### src/rtl/fir_stream_if.sv
// rtl/fir_stream_if.sv - rx/tx word channel and FIR engine handshake bundle
interface fir_stream_if #(
    parameter int DATA_W = 16,
    parameter int CH_W   = 2
);
    logic [DATA_W-1:0] data_in;
    logic              data_in_valid;
    logic              tx_done;
    logic [DATA_W-1:0] data_out;
    logic              data_out_valid;
    logic [CH_W-1:0]   eng_ch;
    logic              eng_wind;
    logic              eng_load;
    logic              eng_in_valid;
    logic [DATA_W-1:0] eng_data;
    logic              eng_out_valid;
    logic [DATA_W-1:0] eng_out;
    logic              core_busy;
    logic              err;

    modport slave (
        input  data_in, data_in_valid, tx_done, eng_out_valid, eng_out,
        output data_out, data_out_valid, eng_ch, eng_wind, eng_load,
               eng_in_valid, eng_data, core_busy, err
    );

    modport master (
        output data_in, data_in_valid, tx_done, eng_out_valid, eng_out,
        input  data_out, data_out_valid, eng_ch, eng_wind, eng_load,
               eng_in_valid, eng_data, core_busy, err
    );
endinterface

### src/rtl/fir_stream_core.sv
// rtl/fir_stream_core.sv - command sequencer between rx/tx word channels and a multi-channel FIR engine
module fir_stream_core #(
    parameter int DATA_W  = 16,
    parameter int NUM_CH  = 4,
    parameter int TAPS    = 16,
    parameter int MAX_LEN = 256,
    parameter int TIMEOUT = 4096,
    parameter int CH_W    = (NUM_CH > 1) ? $clog2(NUM_CH) : 1
) (
    input  logic        clk,
    input  logic        rstb,
    fir_stream_if.slave bus
);
    localparam int CNT_MAX = (MAX_LEN > TAPS) ? MAX_LEN : TAPS;
    localparam int CNT_W   = $clog2(CNT_MAX + 1);
    localparam int LEN_W   = DATA_W - 8;
    localparam int WD_W    = (TIMEOUT > 1) ? $clog2(TIMEOUT) : 1;

    localparam logic [2:0] OP_RUN    = 3'd1;
    localparam logic [2:0] OP_WIND   = 3'd2;
    localparam logic [2:0] OP_LOAD   = 3'd3;
    localparam logic [2:0] OP_STATUS = 3'd4;

    typedef enum logic [2:0] {
        IDLE, RX_WIND, RX_LOAD, RX_SAMPLE, WAIT_ENG, TX_WORD, TX_STATUS
    } state_t;

    state_t state_q, state_d;

    logic              rx_prev_q, tx_prev_q;
    logic              rx_ev, tx_ev;
    logic [CNT_W-1:0]  cnt_q;
    logic [LEN_W-1:0]  len_m1_q;
    logic [WD_W-1:0]   wd_q;
    logic              err_q;
    logic [2:0]        last_op_q;
    logic [CH_W-1:0]   last_ch_q;
    logic [CH_W-1:0]   ch_q;
    logic [DATA_W-1:0] data_out_q, eng_data_q;
    logic              dov_q, wind_q, load_q, in_valid_q;

    logic [2:0]        cmd_op;
    logic [CH_W-1:0]   cmd_ch;
    logic [LEN_W-1:0]  cmd_len;
    logic              cmd_known, ch_ok, len_ok, cmd_ok;
    logic              in_rx, wd_expired, taps_last, run_last;
    logic [DATA_W-1:0] status_word;

    logic do_wind, do_load, do_samp, do_result, do_status;
    logic cnt_inc, cnt_clr, set_err, clr_err, take_cmd;

    assign rx_ev = bus.data_in_valid & ~rx_prev_q;
    assign tx_ev = bus.tx_done & ~tx_prev_q;

    assign cmd_op    = bus.data_in[2:0];
    assign cmd_ch    = bus.data_in[3 +: CH_W];
    assign cmd_len   = bus.data_in[DATA_W-1:8];
    assign cmd_known = (cmd_op >= OP_RUN) && (cmd_op <= OP_STATUS);
    assign ch_ok     = int'(cmd_ch) < NUM_CH;
    assign len_ok    = (cmd_op != OP_RUN) || (int'(cmd_len) < MAX_LEN);
    assign cmd_ok    = cmd_known && ch_ok && len_ok;

    assign in_rx      = (state_q == RX_WIND) || (state_q == RX_LOAD) || (state_q == RX_SAMPLE);
    assign wd_expired = in_rx && !rx_ev && (wd_q == WD_W'(TIMEOUT - 1));
    assign taps_last  = (cnt_q == CNT_W'(TAPS - 1));
    assign run_last   = (cnt_q == CNT_W'(len_m1_q));

    // Status reply: {err, last op, last channel, zero pad} from the MSB down
    always_comb begin
        status_word                    = '0;
        status_word[DATA_W-1]          = err_q;
        status_word[DATA_W-2 -: 3]     = last_op_q;
        status_word[DATA_W-5 -: CH_W]  = last_ch_q;
    end

    always_ff @(posedge clk or negedge rstb) begin
        if (!rstb) state_q <= IDLE;
        else       state_q <= state_d;
    end

    always_comb begin
        state_d   = state_q;
        do_wind   = 1'b0;
        do_load   = 1'b0;
        do_samp   = 1'b0;
        do_result = 1'b0;
        do_status = 1'b0;
        cnt_inc   = 1'b0;
        cnt_clr   = 1'b0;
        set_err   = 1'b0;
        clr_err   = 1'b0;
        take_cmd  = 1'b0;
        case (state_q)
            IDLE: begin
                if (rx_ev) begin
                    take_cmd = 1'b1;
                    if (!cmd_ok) begin
                        set_err = 1'b1;
                    end else begin
                        case (cmd_op)
                            OP_RUN:  state_d = RX_SAMPLE;
                            OP_WIND: state_d = RX_WIND;
                            OP_LOAD: state_d = RX_LOAD;
                            default: begin
                                state_d   = TX_STATUS;
                                do_status = 1'b1;
                            end
                        endcase
                    end
                end
            end
            RX_WIND, RX_LOAD: begin
                if (rx_ev) begin
                    do_wind = (state_q == RX_WIND);
                    do_load = (state_q == RX_LOAD);
                    if (taps_last) begin
                        cnt_clr = 1'b1;
                        state_d = IDLE;
                    end else begin
                        cnt_inc = 1'b1;
                    end
                end else if (wd_expired) begin
                    set_err = 1'b1;
                    cnt_clr = 1'b1;
                    state_d = IDLE;
                end
            end
            RX_SAMPLE: begin
                if (rx_ev) begin
                    do_samp = 1'b1;
                    state_d = WAIT_ENG;
                end else if (wd_expired) begin
                    set_err = 1'b1;
                    cnt_clr = 1'b1;
                    state_d = IDLE;
                end
            end
            WAIT_ENG: begin
                if (bus.eng_out_valid) begin
                    do_result = 1'b1;
                    state_d   = TX_WORD;
                end
            end
            TX_WORD: begin
                if (tx_ev) begin
                    if (run_last) begin
                        cnt_clr = 1'b1;
                        state_d = IDLE;
                    end else begin
                        cnt_inc = 1'b1;
                        state_d = RX_SAMPLE;
                    end
                end
            end
            TX_STATUS: begin
                if (tx_ev) begin
                    clr_err = 1'b1;
                    state_d = IDLE;
                end
            end
            default: state_d = IDLE;
        endcase
    end

    always_ff @(posedge clk or negedge rstb) begin
        if (!rstb) begin
            rx_prev_q  <= 1'b0;
            tx_prev_q  <= 1'b0;
            cnt_q      <= '0;
            len_m1_q   <= '0;
            wd_q       <= '0;
            err_q      <= 1'b0;
            last_op_q  <= '0;
            last_ch_q  <= '0;
            ch_q       <= '0;
            data_out_q <= '0;
            eng_data_q <= '0;
            dov_q      <= 1'b0;
            wind_q     <= 1'b0;
            load_q     <= 1'b0;
            in_valid_q <= 1'b0;
        end else begin
            rx_prev_q  <= bus.data_in_valid;
            tx_prev_q  <= bus.tx_done;
            wind_q     <= do_wind;
            load_q     <= do_load;
            in_valid_q <= do_samp;
            dov_q      <= do_result | do_status;

            if (do_wind || do_load || do_samp) eng_data_q <= bus.data_in;

            if (do_result)      data_out_q <= bus.eng_out;
            else if (do_status) data_out_q <= status_word;

            if (cnt_clr)      cnt_q <= '0;
            else if (cnt_inc) cnt_q <= cnt_q + 1'b1;

            // Watchdog only ticks while waiting on rx; any fresh word restarts it
            if (!in_rx || rx_ev) wd_q <= '0;
            else                 wd_q <= wd_q + 1'b1;

            if (set_err)      err_q <= 1'b1;
            else if (clr_err) err_q <= 1'b0;

            if (take_cmd && cmd_op != OP_STATUS) begin
                last_op_q <= cmd_op;
                last_ch_q <= cmd_ch;
            end
            if (take_cmd && cmd_ok && cmd_op != OP_STATUS) begin
                ch_q     <= cmd_ch;
                len_m1_q <= cmd_len;
            end
        end
    end

    assign bus.data_out       = data_out_q;
    assign bus.data_out_valid = dov_q;
    assign bus.eng_ch         = ch_q;
    assign bus.eng_wind       = wind_q;
    assign bus.eng_load       = load_q;
    assign bus.eng_in_valid   = in_valid_q;
    assign bus.eng_data       = eng_data_q;
    assign bus.core_busy      = (state_q != IDLE);
    assign bus.err            = err_q;
endmodule

### src/flat_wrapper.sv
// flat-port wrapper written by rule: the top's interface ports become plain ports
module fir_stream_core_flat 
#(
    parameter int DATA_W  = 16,
    parameter int NUM_CH  = 4,
    parameter int TAPS    = 16,
    parameter int MAX_LEN = 256,
    parameter int TIMEOUT = 4096,
    parameter int CH_W    = (NUM_CH > 1) ? $clog2(NUM_CH) : 1
)
  (clk, rstb, bus_data_in, bus_data_in_valid, bus_tx_done, bus_eng_out_valid, bus_eng_out, bus_data_out, bus_data_out_valid, bus_eng_ch, bus_eng_wind, bus_eng_load, bus_eng_in_valid, bus_eng_data, bus_core_busy, bus_err);
  fir_stream_if #(.DATA_W(DATA_W), .CH_W(CH_W)) bus_i ();
  input  logic clk;
  input  logic rstb;
  input wire logic [$bits(bus_i.data_in)-1:0] bus_data_in;
  input wire logic [$bits(bus_i.data_in_valid)-1:0] bus_data_in_valid;
  input wire logic [$bits(bus_i.tx_done)-1:0] bus_tx_done;
  input wire logic [$bits(bus_i.eng_out_valid)-1:0] bus_eng_out_valid;
  input wire logic [$bits(bus_i.eng_out)-1:0] bus_eng_out;
  output wire logic [$bits(bus_i.data_out)-1:0] bus_data_out;
  output wire logic [$bits(bus_i.data_out_valid)-1:0] bus_data_out_valid;
  output wire logic [$bits(bus_i.eng_ch)-1:0] bus_eng_ch;
  output wire logic [$bits(bus_i.eng_wind)-1:0] bus_eng_wind;
  output wire logic [$bits(bus_i.eng_load)-1:0] bus_eng_load;
  output wire logic [$bits(bus_i.eng_in_valid)-1:0] bus_eng_in_valid;
  output wire logic [$bits(bus_i.eng_data)-1:0] bus_eng_data;
  output wire logic [$bits(bus_i.core_busy)-1:0] bus_core_busy;
  output wire logic [$bits(bus_i.err)-1:0] bus_err;
  assign bus_i.data_in = bus_data_in;
  assign bus_i.data_in_valid = bus_data_in_valid;
  assign bus_i.tx_done = bus_tx_done;
  assign bus_i.eng_out_valid = bus_eng_out_valid;
  assign bus_i.eng_out = bus_eng_out;
  assign bus_data_out = bus_i.data_out;
  assign bus_data_out_valid = bus_i.data_out_valid;
  assign bus_eng_ch = bus_i.eng_ch;
  assign bus_eng_wind = bus_i.eng_wind;
  assign bus_eng_load = bus_i.eng_load;
  assign bus_eng_in_valid = bus_i.eng_in_valid;
  assign bus_eng_data = bus_i.eng_data;
  assign bus_core_busy = bus_i.core_busy;
  assign bus_err = bus_i.err;
  fir_stream_core #(.DATA_W(DATA_W), .NUM_CH(NUM_CH), .TAPS(TAPS), .MAX_LEN(MAX_LEN), .TIMEOUT(TIMEOUT), .CH_W(CH_W)) u_core (.clk(clk), .rstb(rstb), .bus(bus_i));
endmodule
### config.mk
export PLATFORM = sky130hd
export DESIGN_NAME = fir_stream_core_flat
export DESIGN_NICKNAME = d
export VERILOG_FILES = /design/src/rtl/fir_stream_if.sv /design/src/rtl/fir_stream_core.sv /design/src/flat_wrapper.sv
export SDC_FILE = /design/constraint.sdc
export NUM_CORES = 1
export LEC_CHECK = 0
export BUFFER_PORTS_ARGS = -buffer_cell sky130_fd_sc_hd__buf_2
export CAP_MARGIN = 15
export CORE_MARGIN = 5
export CORE_UTILIZATION = 45
export DETAILED_ROUTE_END_ITERATION = 8
export PLACE_DENSITY = 0.71
export RECOVER_POWER = 100
export SLEW_MARGIN = 20
export SYNTH_ARGS = -nofsm -noshare
export SYNTH_HDL_FRONTEND = slang
export SYNTH_SLANG_ARGS = --single-unit
### constraint.sdc
create_clock -name clk -period 1.95 [get_ports clk]
set_input_delay 0.2925 -clock clk [delete_from_list [all_inputs] [get_ports clk]]
set_output_delay 0.2925 -clock clk [all_outputs]
set_load 0.05 [all_outputs]
==> reports/metrics.yaml <==
timing:
  fmax_mhz: 488
  hold_viol: 0
  drv_slew: 0
  clock_skew_ns: 0.00686
  timing.hold.ws_ns: 0.0669
  fin_setup_tns_ns: -0.440
  post-route-period-util_pct: 105
  fin_ws_ns: -0.0979
  rsz0062_at_grt: "true"
  slew_headroom_pct: 19.6
  min_period_ns: 2.05
  worst_pin_slew_ns: 1.21
  setup_violations: 11
yosys:
  ys_top_cells_by_area: "dfrtp_1 56%, mux2_2 9.0%, nand2_1 4.2%"
  synth_edf_count: 0
  yosys.area.top_type: "dfrtp_1"
  ys_async_sr_fraction_pct: 100
  synth_area_per_cell_um2: 10.8
  yosysTopAreaCellShare_pct: 55.6
  yosys_register_bits: 78
  syn_area_um2: 3510
  synth_common_cells: "78 x dfrtp_1, 39 x nand2_1, 29 x nor2_1, 28 x mux2_2, 28 x o21ai_0"
  syn-num-nets: 363
  synth-seq-area-share_pct: 55.6
  ys_types: 40
  synth.most_common_cell: "dfrtp_1"
  yosys_warnings: 0
  synthFlopType: "dfrtp_1"
  syn_inst: 324
die:
  core_area_um2: 7650
  rows: 32
  die_x_um: 98.3
  die_area_um2: 9660
  initial_core_util_pct: 45.9
  ios: 77
  die_h_um: 98.3
setup_path:
  cp_slowest_cell: "or4_1"
  crit_path_max_fanout: 4
  critical-path-max-stage-delay_ns: 0.51
  arrival_ns: 2.29
  r2r_slack_ns: -0.1
  path_class: "register to register"
  cp-end-kind: "register"
  path_cells: "or4_1 > or3_4 > nand2b_4 > o211ai_1 > a311o_1 > a21o_1"
  required_ns: 2.19
  start_kind: "register"
global_route:
  grt_overflow: 0
  antenna_found_initial: 0
  grt_start_max_net_pins: 51
  grt_pass1_wl_um: 13300
  grt_pass1_vias: 2874
  groute.usage.overall_pct: 16.5
job:
  cap_viol_max_count: 0
power:
  switchingPower_w: 0.00321
  seqPwrFrac_pct: 37.1
  power_leakage_nw: 1.94
  irDropWorstVdd_mv: 1.35
  p_per_area_nw_per_um2: 1570
  combPwrFrac_pct: 46.9
  power.total_w: 0.00689
  pwr-share-clk_pct: 16.0
  internal_power_w: 0.00368
  p_sw_share_pct: 46.6
placed_design:
  dp_hpwl_um: 5560
  globalplace.congestion: 0.794
  port_buffers: 76
routing:
  viasPerCell: 5.20
  ant_nets: 0
  wl_per_cell_um: 14.3
  drt-pass1-iter-count: 4
  drt-total-wl_um: 7620
  route.detailed.drc: 0
  drt-initial-drc-count: 154
  vias: 2781
outcome:
  status: "finished with violations"
  violations: "setup timing"
cells_and_area:
  drive_gt1_share_pct: 28.2
  fin_nets: 467
  num_antenna_cells: 0
  synthToLayoutAreaGrowth_pct: 24.9
clocking:
  cts_buffers: 9
  clock_path_buffers: 2
  cts.sinks: 78
  cts_root_buf: "clkbuf_8"
  clock_latency_ns: 0.34
  cts_tree: "done"
  clk_pin_slew_ns: 0.08
  htree_levels: 3
worst_hold_path:
  hold_path.class: "primary input to register"
layout by cell type (no fill, tap or decap), types with 5 or more instances in the layout:
master,Yosys,final
nand3_1,9,9
buf_2,1,35
a21oi_1,14,12
dfrtp_1,78,77
or3_1,9,8
mux2i_1,7,7
xnor2_1,6,6
nor2_1,29,29
clkbuf_1,10,41
mux2_2,28,28
xor2_1,13,13
buf_4,1,23
clkbuf_8,0,10
nand4_1,5,5
nand2_1,39,39
o21ai_0,28,23
layout make-up:
class / instances / area (um^2)
Clock inverter: 6 / 46.3
Fill cell: 711 / 3260
Timing Repair Buffer: 105 / 576
Inverter: 1 / 3.75
Tap cell: 102 / 128
Multi-Input combinational cell: 233 / 1540
Sequential cell: 78 / 1950
Clock buffer: 10 / 138
cell families after synthesis:
family / count (synthesis) / synth area share, %
DFF: 78 / 55.6
and+or+nand+nor: 122 / 17.2
buffers and inverters: 13 / 1.53
adders and majority gates: 2 / 0.713
xor gates and xnor gates: 19 / 4.74
AOI/OAI and AO/OA: 55 / 9.24
muxes: 35 / 11.0
power groups by stage:
stage,combinational [W],clock [W],sequential (W)
floorplan,0.00116,0,0.00379
global placement,0.00326,0,0.00254
detailed placement,0.00333,0,0.00256
CTS,0.00334,0.00115,0.00255
global route,0.00347,0.00121,0.00264
finish,0.00323,0.00111,0.00256
timing repair:
action | in CTS | in global routing
endpoints found under the hold margin | 49 | 0
gates resized for setup | 5 | 12
hold buffers | 1 | 0
endpoints found under the setup margin | 11 | 16
buffers inserted | 3 | 0
pin swaps | 2 | 1
metal layers:
| layer | up-vias | routed length (um) | global-route usage [%] |
|---|---|---|---|
| li1 | 1334 | - | - |
| met1 | 1369 | 3370 | 21.8 |
| met2 | 67 | 3760 | 27.0 |
| met3 | 11 | 399 | 4.79 |
| met4 | 0 | 94 | 4.10 |
| met5 | - | 0 | 0 |
worst max-delay path, delay by kind of cell, from the launching register on:
family	cells	cell delay (ns)
compound gates	3	0.61
simple gates	3	0.95
flops	1	0.38
metrics by stage:
step                area, um^2  std cells  setup WS, ns  utilization (%)
global route              4380        535        -0.183             57.3
finish                    4380        535       -0.0979             57.3
floorplan                 3520        324        -0.104                -
global placement          4200        516       -0.0456             55.0
detailed placement        4200        516       -0.0853             55.0
CTS                       4420        535       -0.0939             57.8
state kept, by name (all words and copies together), names as in the netlist, 2 cells and up:
register,flops
u_core.bus.data_out,16
u_core.state_q,3
u_core.len_m1_q,8
u_core.last_op_q,3
u_core.bus.eng_data,16
u_core.cnt_q,9
u_core.bus.eng_ch,2
u_core.last_ch_q,2
u_core.wd_q,12
worst paths after layout:
| kind | depth (start not counted) | end | startpoint |
|---|---|---|---|
| worst max-delay path | 6 | u_core.state_q[0] | u_core.cnt_q[5] |
| worst min-delay path | 1 | u_core.tx_prev_q | bus_tx_done |
| max in group asynchronous | 3 | u_core.wd_q[6] | rstb |
| worst max register to register | 6 | u_core.state_q[0] | u_core.cnt_q[5] |
| worst min register to register | 1 | u_core.wd_q[0] | u_core.wd_q[0] |
| min in group asynchronous | 2 | u_core.bus.eng_data[1] | rstb |
No activity file was read; power rests on OpenSTA's default activity.
